## config.mk

```make
export PLATFORM = sky130hd
export DESIGN_NAME = bin_to_bcd_seq
export DESIGN_NICKNAME = d
export VERILOG_FILES = /design/src/rtl/bin_to_bcd_seq_pkg.sv /design/src/rtl/bin_to_bcd_seq_digit_adj.sv /design/src/rtl/bin_to_bcd_seq.sv
export SDC_FILE = /design/constraint.sdc
export NUM_CORES = 1
export LEC_CHECK = 0
export CORE_UTILIZATION = 40
export DETAILED_ROUTE_END_ITERATION = 10
export SYNTH_ARGS = -nofsm -noshare
export SYNTH_HDL_FRONTEND = slang
export SYNTH_HIERARCHICAL = 1
export SYNTH_SLANG_ARGS = --single-unit
```

## constraint.sdc

```tcl
create_clock -name clk -period 1.9 [get_ports clk]
set_input_delay 0.38 -clock clk [delete_from_list [all_inputs] [get_ports clk]]
set_output_delay 0.38 -clock clk [all_outputs]
set_load 0.005 [all_outputs]
```

## src/rtl/bin_to_bcd_seq_pkg.sv

```systemverilog
// Shared types and constants for the sequential binary-to-BCD converter.
package bin_to_bcd_seq_pkg;

    typedef enum logic [1:0] {
        IDLE    = 2'd0,
        CONVERT = 2'd1,
        DONE    = 2'd2
    } state_e;

    // Double-dabble digit correction: digits >= 5 get +3 before each shift.
    localparam logic [3:0] BCD_ADJ_THRESH = 4'd5;
    localparam logic [3:0] BCD_ADJ_ADD    = 4'd3;

    // Display path: one byte shown on three seven-segment digits.
    localparam int DEF_IN_W   = 8;
    localparam int DEF_DIGITS = 3;

endpackage

```

## src/rtl/bin_to_bcd_seq_digit_adj.sv

```systemverilog
// Combinational "if >= 5 add 3" cell for one BCD digit.
// The largest legal input is 9, so the 4-bit sum tops out at 12 and never carries.
module bcd_digit_adj
    import bin_to_bcd_seq_pkg::*;
(
    input  logic [3:0] digit_i,
    output logic [3:0] digit_o
);

    assign digit_o = (digit_i >= BCD_ADJ_THRESH) ? (digit_i + BCD_ADJ_ADD) : digit_i;

endmodule

```

## src/rtl/bin_to_bcd_seq.sv

```systemverilog
// Sequential binary-to-BCD converter (shift-and-add-3, one bit per clock).
// Feeds the 3-digit seven-segment decoder; out_bcd holds the last result.
//
//   state   | meaning
//   --------+-----------------------------------------------
//   IDLE    | waiting for in_valid; in_ready high
//   CONVERT | IN_W adjust+shift steps, one per clock
//   DONE    | single cycle, out_valid high, back to IDLE
module bin_to_bcd_seq
    import bin_to_bcd_seq_pkg::*;
#(
    parameter int IN_W   = DEF_IN_W,
    parameter int DIGITS = DEF_DIGITS
) (
    input  logic                  clk,
    input  logic                  rst_n,
    input  logic                  in_valid,
    output logic                  in_ready,
    input  logic [IN_W-1:0]       in_bin,
    output logic [4*DIGITS-1:0]   out_bcd,
    output logic                  out_valid,
    output logic                  busy
);

    localparam int BCD_W = 4 * DIGITS;
    localparam int CNT_W = (IN_W > 1) ? $clog2(IN_W) : 1;
    localparam logic [CNT_W-1:0] CNT_LAST = CNT_W'(IN_W - 1);

    // The full input range must fit in the available digits.
    if (((2 ** IN_W) - 1) >= (10 ** DIGITS)) begin : g_width_check
        $error("bin_to_bcd_seq: IN_W too wide for DIGITS");
    end

    state_e             state_q, state_d;
    logic [IN_W-1:0]    sh_q, sh_d;
    logic [BCD_W-1:0]   acc_q, acc_d;
    logic [CNT_W-1:0]   cnt_q, cnt_d;
    logic [BCD_W-1:0]   out_bcd_q, out_bcd_d;
    logic               out_valid_q;

    logic [BCD_W-1:0]   acc_adj;
    logic [BCD_W-1:0]   acc_sh;
    logic [IN_W-1:0]    sh_sh;

    for (genvar g = 0; g < DIGITS; g++) begin : g_adj
        bcd_digit_adj u_adj (
            .digit_i (acc_q[4*g +: 4]),
            .digit_o (acc_adj[4*g +: 4])
        );
    end

    assign {acc_sh, sh_sh} = {acc_adj, sh_q} << 1;

    // Next-state, datapath and result-capture decisions.
    always_comb begin
        state_d   = state_q;
        sh_d      = sh_q;
        acc_d     = acc_q;
        cnt_d     = cnt_q;
        out_bcd_d = out_bcd_q;
        case (state_q)
            IDLE: begin
                if (in_valid) begin
                    sh_d    = in_bin;
                    acc_d   = '0;
                    cnt_d   = '0;
                    state_d = CONVERT;
                end
            end
            CONVERT: begin
                acc_d = acc_sh;
                sh_d  = sh_sh;
                if (cnt_q == CNT_LAST) begin
                    out_bcd_d = acc_sh;
                    state_d   = DONE;
                end else begin
                    cnt_d = cnt_q + CNT_W'(1);
                end
            end
            DONE:    state_d = IDLE;
            default: state_d = IDLE;
        endcase
    end

    // State, datapath and output registers with synchronous active-low reset.
    always_ff @(posedge clk) begin
        if (!rst_n) begin
            state_q     <= IDLE;
            sh_q        <= '0;
            acc_q       <= '0;
            cnt_q       <= '0;
            out_bcd_q   <= '0;
            out_valid_q <= 1'b0;
        end else begin
            state_q     <= state_d;
            sh_q        <= sh_d;
            acc_q       <= acc_d;
            cnt_q       <= cnt_d;
            out_bcd_q   <= out_bcd_d;
            out_valid_q <= (state_d == DONE);
        end
    end

    assign in_ready  = (state_q == IDLE);
    assign busy      = (state_q == CONVERT) || (state_q == DONE);
    assign out_bcd   = out_bcd_q;
    assign out_valid = out_valid_q;

endmodule
```

==> load_flow_metrics.sql <==
INSERT INTO impl_metrics (metric_group, metric, value, unit) VALUES
('run_status', 'run_status', 'finished with violations', ''),
('run_status', 'failing_checks', 'design-rule violations', ''),
('worst_setup_path', 'timing.critical_path.fanout_max', '3', ''),
('power', 'netSwitchingFraction', '24.42', '%'),
('cells_and_area', 'layout_overhead_on_the_synthesized_area', '20.50', '%'),
('clock_network', 'clock_path_buffers', '2', ''),
('route', 'route.detailed.wl_per_inst', '13.76', 'um'),
('clock_network', 'tritoncts.num_buffers', '5', ''),
('clock_network', 'cts_root_buf', 'clkbuf_8', ''),
('route', 'detailedRoute.firstIterationViolations', '72', ''),
('clock_network', 'clk-insertion-delay-late', '0.29', 'ns'),
('placed_design', 'portBuffers', '25', ''),
('clock_network', 'htree_levels', '2', ''),
('sta', 'fmaxAchievable', '546.2', 'MHz'),
('floorplan', 'std_cell_rows', '24', ''),
('yosys', 'synth_nets', '227', ''),
('route', 'via_count', '1509', ''),
('route', 'drcViolationCount', '2', ''),
('worst_setup_path', 'worstPathRequired', '1.52', 'ns'),
('sta', 'totalNegativeSetupSlack', '0', 'ns'),
('placed_design', 'hpwl', '2790', 'um'),
('floorplan', 'chipHeight', '70.66', 'um'),
('cells_and_area', 'n_antenna_cell', '0', ''),
('placed_design', 'dp_worst_setup_slack', '0.1700', 'ns'),
('sta', 'final_hold_viol_count', '0', ''),
('yosys', 'synth_area_per_cell', '9.153', 'sq um'),
('power', 'standby_leakage_power', '0.9082', 'nW'),
('sta', 'skew', '0.005945', 'ns'),
('floorplan', 'die_width', '70.66', 'um'),
('route', 'firstDrtPassIters', '7', ''),
('global_route', 'grt_antenna_before_repair', '0', ''),
('global_route', 'grt_pass1_wl', '6679', 'um'),
('floorplan', 'core_area', '0.004444', 'sq mm'),
('sta', 'finalSetupViolations', '0', ''),
('clock_network', 'tritoncts_clock_tree', 'yes', ''),
('cells_and_area', 'layout_cell_share_with_drive_strength_beyond_1', '9.402', '%'),
('yosys', 'synthesis.instances', '206', ''),
('power', 'vdd_drop_max', '282.3', 'uV'),
('global_route', 'grt_start_max_net_pins', '16', ''),
('sta', 'fin_ws', '0.06916', 'ns'),
('yosys', 'synth.cell_area', '0.001886', 'sq mm'),
('job', 'maxCapViolations', '0', ''),
('worst_setup_path', 'setup.worst_path.end_class', 'primary output', ''),
('power', 'power.net_switching', '0.3925', 'mW'),
('power', 'intPower', '1.215', 'mW'),
('sta', 'grt_setup_unrepaired', 'false', ''),
('route', 'route.detailed.vias_per_inst', '5.276', ''),
('worst_setup_path', 'worst_setup_path_start_kind', 'register', ''),
('yosys', 'synth-warning-count', '6', ''),
('worst_hold_path', 'hold_path_class', 'reg2reg', ''),
('placed_design', 'routabilityCongestion', '0.7656', ''),
('clock_network', 'post_cts_setup_buffers', '0', ''),
('sta', 'slew_headroom', '63.38', '%'),
('route', 'ant_nets', '0', ''),
('global_route', 'first_global_vias', '1436', ''),
('sta', 'worst_slew_pin_slew', '0.5378', 'ns'),
('global_route', 'grt_use_total', '17.18', '%'),
('sta', 'timing.final.max_slew_violations', '0', ''),
('worst_setup_path', 'crit_arrival', '1.45', 'ns'),
('sta', 'min_period_over_period', '96.36', '%'),
('power', 'sequentialPowerShare', '51.9', '%'),
('floorplan', 'num_io_pins', '26', ''),
('floorplan', 'initial_utilization', '42.43', '%'),
('power', 'combinational_power_share', '12.9', '%'),
('global_route', 'global_route.overflow_total', '0', ''),
('clock_network', 'clock_sinks', '38', ''),
('route', 'wirelength', '3935', 'um'),
('cells_and_area', 'n_fill_cell', '407', ''),
('cells_and_area', 'final_nets', '254', ''),
('clock_network', 'cts.clk_slew.worst_paths', '0.07', 'ns'),
('power', 'pwr_density_cell', '707.3', 'mW/mm^2'),
('floorplan', 'die_area', '0.004992', 'sq mm'),
('power', 'share_of_power_burned_in_the_clock_network', '35.2', '%'),
('worst_setup_path', 'setup.worst_path.class', 'reg2out', ''),
('sta', 'final.min_clock_period', '1.831', 'ns');
[critical path, stage by stage, from the launching register on]
cell	delay, ns
dfxtp_2	0.34
inv_1	0.06
ha_1	0.27
clkdlybuf4s50_1	0.50
[repair_timing]
action                     CTS  global route
setup endpoints to repair    0             1
hold buffers                 0             0
resized for setup            0             2
[power by group through the flow]
stage | clock network [mW] | logic [mW] | registers, mW
final | 0.565 | 0.207 | 0.835
after global routing | 0.626 | 0.228 | 0.838
after CTS | 0.591 | 0.208 | 0.834
after detailed placement | 0 | 0.207 | 0.853
after global placement | 0 | 0.201 | 0.852
after floorplan | 0 | 0.150 | 0.849
[stage by stage]
step / area [sq um] / power (mW) / hold slack (ns) / util [%] / instances
final: 2272 / 1.607 / 0.4657 / 51.13 / 286
after global routing: 2272 / 1.692 / 0.4788 / 51.13 / 286
after CTS: 2270 / 1.633 / 0.4677 / 51.07 / 286
after detailed placement: 2178 / 1.060 / 0.4565 / 49.01 / 278
after global placement: 2178 / 1.053 / 0.4432 / 49.01 / 278
after floorplan: 1886 / 0.9986 / 0.4304 / - / 206
[sequential cells by signal, summed over array words and instances, names as in the netlist]
register	count
acc_q	12
cnt_q	3
out_bcd	12
out_valid	1
sh_q	8
state_q	2
[cells in the final DEF, fill, tap and decap left out, types with 7 or more instances in the layout]
cell / count
a21boi_0: 13
a32oi_1: 12
buf_4: 8
clkdlybuf4s50_1: 25
dfxtp_1: 36
ha_1: 10
inv_1: 8
mux2i_1: 10
nand2_1: 46
nor2b_1: 14
o211a_1: 7
[layout make-up]
type                            count  area (sq um)  share of cell area, %
Multi-Input combinational cell    147          1012                  44.55
Tap cell                           52         65.06                  2.863
Clock buffer                        7         86.33                  3.800
Clock inverter                      1         5.005                 0.2203
Sequential cell                    38         763.2                  33.59
Timing Repair Buffer               33         310.3                  13.66
Inverter                            8         30.03                  1.322
[final timing paths]
kind / start / end / slack (ns) / depth (start not counted)
max: state_q[1] / busy / 0.07 / 3
max reg2reg: state_q[1] / out_bcd[7] / 0.26 / 5
min reg2reg: sh_q[0] / sh_q[0] / 0.47 / 2
min: sh_q[0] / sh_q[0] / 0.47 / 2
[routing by layer]
| layer | vias to the layer above | global-route usage (%) | wire (um) | share of wire (%) |
|---|---|---|---|---|
| li1 | 760 | - | - | - |
| met1 | 713 | 19.95 | 1737 | 44 |
| met2 | 29 | 29.99 | 1997 | 51 |
| met3 | 7 | 4.558 | 144 | 3.7 |
| met4 | 0 | 7.333 | 55 | 1.4 |
| met5 | - | 0 | 0 | 0 |
(Power assumes the default switching activity.)
